## src/rtl/phy_pkg.sv

```systemverilog
// Shared constants and helpers for the PHY transmit path.
// Holds the default word width, slot length, idle data pattern and a counter-width helper.
package phy_pkg;

    localparam int PHY_DATA_W      = 32;
    localparam int PHY_WORD_CYCLES = 16;

    localparam logic [PHY_DATA_W-1:0] PHY_IDLE_DATA = '0;

    // Bits needed to count 0..n-1; never less than one bit.
    function automatic int phy_cnt_w(input int n);
        return (n <= 2) ? 1 : $clog2(n);
    endfunction

endpackage

```

## src/rtl/phy_sync_fifo.sv

```systemverilog
// Synchronous word FIFO for the PHY transmit pacer.
// Ports: clk_32f, reset (sync, active-high), push/push_data, pop/head, count, full, empty.
module phy_sync_fifo
    import phy_pkg::*;
#(
    parameter int DATA_WIDTH = PHY_DATA_W,
    parameter int DEPTH      = 4
) (
    input  logic                    clk_32f,
    input  logic                    reset,
    input  logic                    push,
    input  logic [DATA_WIDTH-1:0]   push_data,
    input  logic                    pop,
    output logic [DATA_WIDTH-1:0]   head,
    output logic [$clog2(DEPTH):0]  count,
    output logic                    full,
    output logic                    empty
);

    localparam int AW = phy_cnt_w(DEPTH);

    logic [DATA_WIDTH-1:0] mem [DEPTH];
    logic [AW-1:0]         wr_ptr;
    logic [AW-1:0]         rd_ptr;
    logic                  push_ok;
    logic                  pop_ok;

    assign full    = (count == (AW+1)'(DEPTH));
    assign empty   = (count == '0);
    assign push_ok = push && !full;
    assign pop_ok  = pop && !empty;
    assign head    = mem[rd_ptr];

    // DEPTH is a power of two, so pointers wrap by plain overflow.
    always_ff @(posedge clk_32f) begin
        if (reset) begin
            wr_ptr <= '0;
            rd_ptr <= '0;
            count  <= '0;
        end else begin
            if (push_ok) wr_ptr <= wr_ptr + 1'b1;
            if (pop_ok)  rd_ptr <= rd_ptr + 1'b1;
            unique case ({push_ok, pop_ok})
                2'b10:   count <= count + 1'b1;
                2'b01:   count <= count - 1'b1;
                default: count <= count;
            endcase
        end
    end

    always_ff @(posedge clk_32f) begin
        if (push_ok) mem[wr_ptr] <= push_data;
    end

endmodule

```

## src/rtl/phy_tx_word_pacer.sv

```systemverilog
// Paces queued link-layer words onto the PHY input, one word per WORD_CYCLES-cycle slot.
// Ports: clk_32f, reset (sync, active-high), wr_valid/wr_data/wr_ready (producer side),
//        valid_out/Data_out (PHY side), slot_start, fifo_count.
// Optional: define PACER_STATS_EN to add saturating sent_count/idle_count outputs.
module phy_tx_word_pacer
    import phy_pkg::*;
#(
    parameter int DATA_WIDTH  = PHY_DATA_W,
    parameter int DEPTH       = 4,
    parameter int WORD_CYCLES = PHY_WORD_CYCLES
) (
    input  logic                    clk_32f,
    input  logic                    reset,
    input  logic                    wr_valid,
    input  logic [DATA_WIDTH-1:0]   wr_data,
    output logic                    wr_ready,
    output logic                    valid_out,
    output logic [DATA_WIDTH-1:0]   Data_out,
    output logic                    slot_start,
    output logic [$clog2(DEPTH):0]  fifo_count
`ifdef PACER_STATS_EN
    ,
    output logic [15:0]             sent_count,
    output logic [15:0]             idle_count
`endif
);

    localparam int SW = phy_cnt_w(WORD_CYCLES);
    localparam logic [SW-1:0] LAST_SLOT = SW'(WORD_CYCLES - 1);
    localparam logic [DATA_WIDTH-1:0] IDLE_WORD = DATA_WIDTH'(PHY_IDLE_DATA);

    logic [SW-1:0]         slot_cnt;
    logic                  boundary;
    logic                  push;
    logic                  pop;
    logic                  full;
    logic                  empty;
    logic [DATA_WIDTH-1:0] head;

    assign boundary   = (slot_cnt == LAST_SLOT);
    assign slot_start = (slot_cnt == '0);
    assign wr_ready   = !full && !reset;
    assign push       = wr_valid && wr_ready;
    // Pop decision uses the pre-edge occupancy, so a word pushed on
    // the boundary edge waits for the following slot.
    assign pop        = boundary && !empty;

    phy_sync_fifo #(
        .DATA_WIDTH (DATA_WIDTH),
        .DEPTH      (DEPTH)
    ) u_fifo (
        .clk_32f    (clk_32f),
        .reset      (reset),
        .push       (push),
        .push_data  (wr_data),
        .pop        (pop),
        .head       (head),
        .count      (fifo_count),
        .full       (full),
        .empty      (empty)
    );

    always_ff @(posedge clk_32f) begin
        if (reset) begin
            slot_cnt  <= '0;
            valid_out <= 1'b0;
            Data_out  <= IDLE_WORD;
        end else begin
            slot_cnt <= boundary ? '0 : slot_cnt + 1'b1;
            if (boundary) begin
                valid_out <= !empty;
                Data_out  <= empty ? IDLE_WORD : head;
            end
        end
    end

`ifdef PACER_STATS_EN
    always_ff @(posedge clk_32f) begin
        if (reset) begin
            sent_count <= '0;
            idle_count <= '0;
        end else if (boundary) begin
            if (!empty && sent_count != 16'hFFFF)
                sent_count <= sent_count + 1'b1;
            if (empty && idle_count != 16'hFFFF)
                idle_count <= idle_count + 1'b1;
        end
    end
`endif

endmodule

```

## config.mk

```make
export PLATFORM = sky130hd
export DESIGN_NAME = phy_tx_word_pacer
export DESIGN_NICKNAME = d
export VERILOG_FILES = /design/src/rtl/phy_pkg.sv /design/src/rtl/phy_sync_fifo.sv /design/src/rtl/phy_tx_word_pacer.sv
export SDC_FILE = /design/constraint.sdc
export NUM_CORES = 1
export LEC_CHECK = 0
export ABC_AREA = 1
export BUFFER_PORTS_ARGS = -buffer_cell sky130_fd_sc_hd__buf_4
export CORE_UTILIZATION = 52
export DETAILED_ROUTE_END_ITERATION = 12
export GPL_ROUTABILITY_DRIVEN = 0
export HOLD_SLACK_MARGIN = 0.03
export PLACE_DENSITY_LB_ADDON = 0.05
export SETUP_SLACK_MARGIN = 0.15
export SLEW_MARGIN = 25
export SYNTH_ARGS = -nofsm -noshare
export SYNTH_HDL_FRONTEND = slang
export SYNTH_HIERARCHICAL = 1
export SYNTH_SLANG_ARGS = --single-unit
```

## constraint.sdc

```tcl
create_clock -name clk_32f -period 3 [get_ports clk_32f]
set_clock_uncertainty 0.1 [all_clocks]
set_input_delay 0 -clock clk_32f [delete_from_list [all_inputs] [get_ports clk_32f]]
set_output_delay 0 -clock clk_32f [all_outputs]
set_load 0.05 [all_outputs]
```

==> impl_metrics.tcl, run 1 <==
set metrics [dict create \
    fmax_mhz 394.8 \
    clock_sinks 174 \
    cp_max_fo 6 \
    ys_warn_count 6 \
    cap_violations 0 \
    vias 4690 \
    path_cells "inv_1, nand3_1, inv_1, nor3b_2, nand2_2, ha_1, inv_1, fa_1, inv_1, nand2_1, nand3_1, nand2_1, inv_1, nor2_1" \
    ys_seq_area_share_pct 69.31 \
    synth-seq-cells 174 \
    initial_core_util_pct 53.82 \
    ir_drop_mv 0.4490 \
    ys.flop_type "edfxtp_1" \
    post_cts_buffers 0 \
    syn_area_sq_um 6874 \
    dpl.hpwl_um 7925 \
    syn_avg_cell_area_sq_um 11.07 \
    cts_buffer_depth 2 \
    endpoint_kind "flop" \
    area_growth_pct 23.21 \
    nFillCells 1000 \
    wl_um 14370 \
    synth_top_area_share_pct 55.92 \
    synth_common_cells "edfxtp_1, nor2_1, nand2_1" \
    htreeDepth 4 \
    drcViolationCount 0 \
    die_area_sq_um 13680 \
    fin_nets 768 \
    clock_latency_ns 0.42 \
    final_max_slew_viol_count 0 \
    place_worst_setup_slack_ns 0.2271 \
    fin_crit_sh_pct 84.43 \
    async_reset_ff_share_pct 0 \
    layout_setup_ws_ns 0.4670 \
    hp-class "input pin to flop" \
    yosysMostFrequentCell "edfxtp_1" \
    worstMarginPinSlew_ns 0.7136 \
    fin_setup_tns_ns 0 \
    powerDensity_nw_per_um2 586.9 \
    grt_pass1_vias 4493 \
    die_y_um 117.0 \
    grtUsageTotal_pct 22.48 \
    synth_edf_count 128 \
    ioPinCount 73 \
    cp_common_cell "inv_1" \
    hold_violations 0 \
    cts_buffers 17 \
    setup_viol 0 \
    rows 41 \
    synth_area_leaders "edfxtp_1, dfxtp_1, nor2_1" \
    outcome "complete, no violations" \
    diodes 0 \
    root_buffer "clkbuf_16" \
    antenna_left 0 \
    cts.clk_slew.worst_paths_ns 0.06 \
    overflow 0 \
    die_w_um 117.0 \
    period_needed_ns 2.533 \
    grt_antenna_before_repair 0 \
    seqCellArea_sq_um 4766 \
    post_synth_num_cell_types 22 \
    grt_pass1_wl_um 22220 \
    drt-initial-drc-count 265 \
    wl_per_cell_um 15.79 \
    critical-path-max-stage-delay_ns 0.36 \
    drtPass1Iterations 4 \
    multi_input_area_sq_um 1688 \
    synth_cells 621 \
    vias_per_cell 5.154 \
    relSlewSlack_pct 52.43 \
    path_class "flop to flop" \
    drive_above_1_share_pct 15.72 \
    cp_data_required_time_ns 3.26 \
    io_buffer_count 72 \
    cp.arrival_ns 2.79 \
    cts_tree "done" \
    grt_max_degree 65 \
    rsz0062_at_grt "no" \
    core_region_area_sq_um 12770 \
    worst_path_max_delay_cell "dfxtp_1" \
    power_leakage_nw 3.348 \
    syn_nets 664 \
    start_kind "flop" \
    yosys.area.top_type "edfxtp_1" \
    finalPower_w 0.004971 \
]
## per-stage QoR
stage | hold slack [ns] | util, % | cell area [sq um] | cells
after global routing | 0.2216 | 66.30 | 8469 | 910
final | 0.2191 | 66.30 | 8469 | 910
after CTS | 0.2051 | 66.27 | 8464 | 910
after global placement | 0.1027 | 59.18 | 7560 | 843
after detailed placement | 0.1081 | 59.18 | 7560 | 843
after floorplan | -0.001131 | - | 6884 | 621
## cells by family after synthesis
kind of cell | synth area share (%)
and+or+nand+nor | 11.96
adders and majority gates | 1.565
buffers and inverters | 6.753
AOI/OAI and AO/OA | 10.41
DFF | 69.31
## path summary, 6_finish.rpt
| path | slack (ns) | start | depth (start not counted) | to |
|---|---|---|---|---|
| worst max-delay path | 0.47 | u_fifo/count[1] | 14 | u_fifo/count[2] |
| worst min-delay path | 0.22 | wr_data[25] | 2 | u_fifo/mem[3][25] |
| worst min register to register | 0.38 | slot_cnt[0] | 1 | slot_cnt[0] |
| worst max register to register | 0.47 | u_fifo/count[1] | 14 | u_fifo/count[2] |
## worst max-delay path, delay by kind of cell (launching register included)
kind / cells / cell delay (ns)
fa+ha+maj: 2 / 0.50
buf+inv: 5 / 0.41
flops: 1 / 0.36
simple gates: 7 / 1.12
## sequential cells by signal (all words and copies together), names as in the netlist, named ones only
| name | flops |
|---|---|
| u_fifo/mem | 128 |
| u_fifo/wr_ptr | 2 |
| slot_cnt | 4 |
| u_fifo/rd_ptr | 2 |
| u_fifo/count | 3 |
| Data_out | 32 |
| valid_out | 1 |
## per-layer routing
metal / share of wire (%) / track usage, %
met5: 0 / 0
met1: 45 / 28.23
met4: 1.8 / 8.354
met2: 49 / 38.42
met3: 3.9 / 4.943
## cells in the final DEF, fill, tap and decap left out
cell type	netlist	routed
clkbuf_8	0	1
clkbuf_1	6	6
clkinv_1	1	3
nand4_1	2	2
nand2_1	85	84
dfxtp_2	0	1
inv_1	57	57
buf_12	0	4
dlygate4sd3_1	0	35
inv_2	1	1
ha_1	7	7
o22ai_1	32	32
buf_4	4	78
nand2_2	0	1
nor3b_2	0	1
nor2_1	114	110
dfxtp_1	46	45
edfxtp_1	128	128
nand3_1	8	7
clkinv_2	0	3
inv_8	1	1
a21oi_1	37	37
nor3b_1	2	1
o21ai_1	28	28
clkbuf_16	0	17
o21ai_0	38	38
nand3b_1	1	1
nand3_2	0	1
fa_1	1	1
clkinvlp_4	0	1
nor2_4	0	4
bufinv_16	0	2
## area by class of cell
class                           instances  area share (%)
Clock buffer                           24           5.451
Clock inverter                          8           1.064
Inverter                               60           2.748
Multi-Input combinational cell        355           19.93
Sequential cell                       174           56.27
Tap cell                              172           2.541
Timing Repair Buffer                  117           12.00
## timing repair
item / CTS / global route
resized for setup: 1 / 1
endpoints found under the hold margin: 137 / 0
setup endpoints to repair: 2 / 26
hold buffers: 35 / 0
## power breakdown
part	leakage (nW)	internal [W]	total (W)	switching, W
clock network	0.267	0.00124	0.00207	0.000833
logic	1.55	0.000102	0.000253	0.000151
registers	1.53	0.00263	0.00265	0.0000163
total	3.35	0.00397	0.00497	0.00100
(Power assumes the default switching activity.)
==> run 2: changes to the inputs <==
ABC_AREA = 0   (was 1)
clock period = 2.1 ns   (was 3 ns; I/O delays follow)
==> impl_metrics.tcl, run 2 <==
set metrics [dict create \
    grt_pass1_vias 3921 \
    period_needed_ns 2.189 \
    rsz0062_at_grt "yes" \
    ir_drop_mv 0.7599 \
    area_growth_pct 30.68 \
    fin_nets 578 \
    syn_avg_cell_area_sq_um 17.12 \
    synth_common_cells "edfxtp_1, dfxtp_1, a21oi_1" \
    synth_cells 387 \
    grt_pass1_wl_um 20750 \
    core_region_area_sq_um 12210 \
    io_buffer_count 72 \
    syn_nets 430 \
    cts_tree "done" \
    syn_area_sq_um 6626 \
    grtUsageTotal_pct 21.80 \
    synth_area_leaders "edfxtp_1, dfxtp_1, mux4_2" \
    post_synth_num_cell_types 36 \
    cts.clk_slew.worst_paths_ns 0.06 \
    path_cells "ha_4, nand3_2, nor2_4, o31ai_2, inv_1, ha_4, inv_2, fa_2, xor2_1, or3_1, a21oi_1" \
    cp_data_required_time_ns 2.33 \
    power_leakage_nw 3.023 \
    violations "negative setup slack" \
    vias_per_cell 5.250 \
    start_kind "flop" \
    critical-path-max-stage-delay_ns 0.35 \
    final_common_cell "edfxtp_1" \
    worst_path_max_delay_cell "dfxtp_2" \
    synth_edf_count 128 \
    htreeDepth 4 \
    drive_above_1_share_pct 36.31 \
    worstMarginPinSlew_ns 0.5418 \
    die_y_um 114.9 \
    layout_setup_ws_ns -0.08887 \
    fin_crit_sh_pct 104.2 \
    path_class "flop to flop" \
    powerDensity_nw_per_um2 822.4 \
    clock_latency_ns 0.41 \
    synth_top_area_share_pct 58.01 \
    fmax_mhz 456.9 \
    setup_viol 4 \
    ys.flop_type "edfxtp_1" \
    dpl_cell_area_sq_um 7548 \
    final_max_slew_viol_count 0 \
    drt-initial-drc-count 310 \
    top_regs "u_fifo/mem x128, Data_out x32, slot_cnt x4" \
    cp_max_fo 2 \
    root_buffer "clkbuf_16" \
    critPathBufInv 2 \
    cap_violations 0 \
    regMostFlops "u_fifo/mem" \
    endpoint_kind "flop" \
    async_reset_ff_share_pct 0 \
    hp-class "input pin to flop" \
    hold_violations 0 \
    ys_warn_count 6 \
    die_w_um 114.9 \
    grt_max_degree 47 \
    overflow 0 \
    synth-seq-cells 174 \
    outcome "finished with violations" \
    wl_per_cell_um 18.43 \
    ys_seq_area_share_pct 71.90 \
    nFillCells 850 \
    hold_slack_ns 0.08913 \
    rows 40 \
    cp.arrival_ns 2.42 \
    initial_core_util_pct 54.26 \
    yosysMostFrequentCell "edfxtp_1" \
    vias 3759 \
    clock_sinks 174 \
    crit_family "adder cells" \
    yosys.area.top_type "edfxtp_1" \
    diodes 0 \
    antenna_left 0 \
    largest_reg_flops 128 \
    ioPinCount 73 \
    wl_um 13200 \
    drtPass1Iterations 4 \
    die_area_sq_um 13200 \
    drcViolationCount 0 \
    cp_common_cell "ha_4" \
    relSlewSlack_pct 63.88 \
    dpl.hpwl_um 7445 \
    cts_buffers 17 \
    final_cell_area_sq_um 8660 \
    cts_buffer_depth 2 \
    grt_antenna_before_repair 0 \
    most-common-layout-cells "edfxtp_1, buf_4, dfxtp_1, a21oi_1, dlygate4sd3_1" \
]
run 2: cell count changes after synthesis, moves of 28 or more:
cell / change
nand3b_1: +31
nor2_1: -105
inv_1: -47
o21ai_1: -28
o21ai_0: -35
mux4_2: +30
o22ai_1: -32
nand2_1: -52
run 2: timing repair:
item                                    in CTS  in global routing
gates resized for setup                      6                 10
endpoints found under the hold margin      129                  0
endpoints found under the setup margin      14                 94
cloned                                       0                  2
hold buffers                                34                  0
setup buffers                               14                  1
pin swaps                                    6                  7
run 2: kinds of logic (layout without fill, tap and decap cells):
kind of cell	count (synthesis)	after routing	synth area share [%]
XOR/XNOR	4	4	0.5288
buffers and inverters	32	193	3.361
adder cells (fa/ha/maj)	8	8	1.624
flip-flops	174	174	71.90
AO/OA/AOI/OAI	44	44	3.588
AND/OR/NAND/NOR	92	92	7.855
multiplexers	33	33	11.14
run 2: power breakdown:
part,internal [W],leakage (nW),switching [W]
logic,0.000208,1.21,0.000193
clock network,0.00179,0.277,0.00116
registers,0.00375,1.54,0.0000195
total,0.00575,3.02,0.00137
run 2: routing by layer:
metal / share of wire [%] / routed length [um] / track usage, %
met2: 52 / 6831 / 36.87
met3: 5.1 / 672 / 6.326
met4: 0.61 / 81 / 5.022
met1: 43 / 5608 / 28.07
met5: 0 / 0 / 0
run 2: area by class of cell:
class | count | area [sq um] | share of cell area (%)
multi-input combinational | 181 | 1722 | 19.88
clock buffer | 23 | 467.9 | 5.404
sequential | 174 | 4781 | 55.21
inverter | 10 | 40.04 | 0.4624
tap | 168 | 210.2 | 2.427
timing repair buffer | 151 | 1348 | 15.56
clock inverter | 9 | 91.34 | 1.055
run 2: final timing paths:
path                     start               to  slack, ns  cells after the start
setup reg to reg   slot_cnt[0]  u_fifo/count[2]      -0.09                     11
hold / removal           reset  u_fifo/count[0]       0.09                      3
setup / recovery   slot_cnt[0]  u_fifo/count[2]      -0.09                     11
hold reg to reg   Data_out[18]     Data_out[18]       0.35                      2
run 2: worst reg2reg max path, stage by stage (launching register included):
cell     delay [ns]
dfxtp_2        0.35
ha_4           0.14
nand3_2        0.12
nor2_4         0.13
o31ai_2        0.09
inv_1          0.12
ha_4           0.15
inv_2          0.03
fa_2           0.33
xor2_1         0.15
or3_1          0.31
a21oi_1        0.12
run 2: metrics by stage:
stage / worst slack, ns / cells / TNS [ns] / util (%) / total power (W)
after floorplan: -0.3551 / 387 / -23.88 / - / 0.003992
after global placement: -0.1440 / 633 / -0.1574 / 61.81 / 0.004146
after detailed placement: -0.2144 / 633 / -0.2856 / 61.81 / 0.004159
after CTS: -0.1159 / 713 / -0.1749 / 70.23 / 0.007183
after global routing: -0.1973 / 716 / -0.6763 / 70.91 / 0.007377
final: -0.08887 / 716 / -0.2531 / 70.91 / 0.007121
==> run 3: changes to the inputs <==
GPL_TIMING_DRIVEN = 0   (was default)
==> impl_metrics.tcl, run 3 (same netlist as run 2, synthesis figures left out) <==
set metrics [dict create \
    seqCellArea_sq_um 4785 \
    die_w_um 114.9 \
    vias 3863 \
    outcome "finished with violations" \
    final_cell_area_sq_um 8862 \
    initial_core_util_pct 54.26 \
    clock_latency_ns 0.43 \
    antenna_left 0 \
    endpoint_kind "flop" \
    diodes 0 \
    cts_tree "done" \
    rows 40 \
    fmax_mhz 428.4 \
    grtUsageTotal_pct 22.44 \
    crit_family "adder cells" \
    htreeDepth 4 \
    setup_viol 2 \
    cts_buffers 17 \
    crit_path_start "slot_cnt[1]" \
    regMostFlops "u_fifo/mem" \
    cts_buffer_depth 2 \
    ioPinCount 73 \
    power_leakage_nw 3.076 \
    path_class "flop to flop" \
    grt_pass1_vias 3889 \
    hold_violations 0 \
    hp-class "input pin to flop" \
    top_regs "u_fifo/mem x128, Data_out x32, slot_cnt x4" \
    fin_setup_tns_ns -0.3177 \
    grt_pass1_wl_um 20870 \
    cp.arrival_ns 2.59 \
    die_area_sq_um 13200 \
    relSlewSlack_pct 64.09 \
    dpl_cell_area_sq_um 7450 \
    finalPower_w 0.007741 \
    root_buffer "clkbuf_16" \
    multi_input_area_sq_um 1790 \
    core_region_area_sq_um 12210 \
    rsz0062_at_grt "yes" \
    final_common_cell "edfxtp_1" \
    worst_path_max_delay_cell "dfxtp_4" \
    cap_violations 0 \
    worstMarginPinSlew_ns 0.5387 \
    vias_per_cell 5.343 \
    wl_um 14670 \
    final_cells 723 \
    critical-path-max-stage-delay_ns 0.36 \
    hp-start "wr_data[6]" \
    ir_drop_mv 0.6066 \
    area_growth_pct 33.74 \
    postLayoutCoreUtil_pct 72.57 \
    die_y_um 114.9 \
    drive_above_1_share_pct 35.86 \
    fin_crit_sh_pct 111.2 \
    io_buffer_count 72 \
    cp_max_fo 2 \
    nFillCells 802 \
    cp_data_required_time_ns 2.35 \
    dp_cells 627 \
    start_kind "flop" \
    grt_max_degree 33 \
    drcViolationCount 0 \
    grt_antenna_before_repair 0 \
    violations "negative setup slack" \
    drt-initial-drc-count 304 \
    wl_per_cell_um 20.29 \
    cts.clk_slew.worst_paths_ns 0.06 \
    drtPass1Iterations 5 \
    layout_setup_ws_ns -0.2344 \
    clock_sinks 174 \
    critPathBufInv 3 \
    overflow 0 \
    final_max_slew_viol_count 0 \
    powerDensity_nw_per_um2 873.4 \
    r2r-start "slot_cnt[1]" \
    period_needed_ns 2.334 \
    dpl.hpwl_um 7721 \
    most-common-layout-cells "edfxtp_1, buf_4, dfxtp_1, a21oi_1, dlygate4sd3_1" \
    path_cells "ha_4, nand3_4, clkbuf_16, nor2_4, o31ai_4, inv_2, ha_4, inv_2, fa_2, xor2_1, or3_1, a21oi_1" \
    fin_nets 585 \
    largest_reg_flops 128 \
]
run 3: cell count changes in the layout (fill, tap and decap cells not counted), sizes merged:
cell and delta:
and2 +6, clkbuf +1, bufinv +5, clkinv -1, buf -5, clkinvlp +1
run 3: through the flow:
| step | setup WS [ns] | hold slack, ns |
|---|---|---|
| after global routing | -0.3275 | 0.2098 |
| after CTS | -0.2124 | 0.2068 |
| final | -0.2344 | 0.2135 |
| after global placement | -0.6254 | 0.09915 |
| after detailed placement | -0.6813 | 0.1037 |
| after floorplan | -0.3551 | -0.04464 |
run 3: routing by layer:
metal  track usage (%)  part of all wire, %  vias to the layer above  wire length (um)
met3             4.481                  6.4                       10               935
met4             9.524                 0.67                        0                98
met5                 0                    0                        -                 0
met1             29.06                   41                     1950              5988
li1                  -                    -                     1792                 -
met2             37.31                   52                      111              7648
run 3: path summary, 6_finish.rpt:
path	end	slack [ns]	cells after the start
max	u_fifo/count[2]	-0.23	12
min	u_fifo/mem[3][6]	0.21	2
max reg2reg	u_fifo/count[2]	-0.23	12
min reg2reg	Data_out[13]	0.35	2
run 3: where the power goes:
group,leakage [nW],switching (W),internal (W)
registers,1.54,0.0000273,0.00375
clock network,0.322,0.00125,0.00233
logic,1.22,0.000196,0.000196
total,3.08,0.00147,0.00627
run 3: cell type report:
class | instances | share of cell area (%)
well taps | 168 | 2.372
clock inverters | 14 | 2.767
clock buffers | 18 | 4.843
repair buffers | 130 | 13.00
plain buffers | 22 | 2.372
inverters | 10 | 0.4518
multi-input cells | 187 | 20.20
flip-flops and latches | 174 | 53.99
run 3: repair_timing:
action,in CTS,in global routing
gates cloned,1,5
hold endpoints to repair,135,0
buffers inserted,9,15
hold buffers,34,0
gates resized for setup,19,10
endpoints found under the setup margin,135,112
pin swaps,5,5
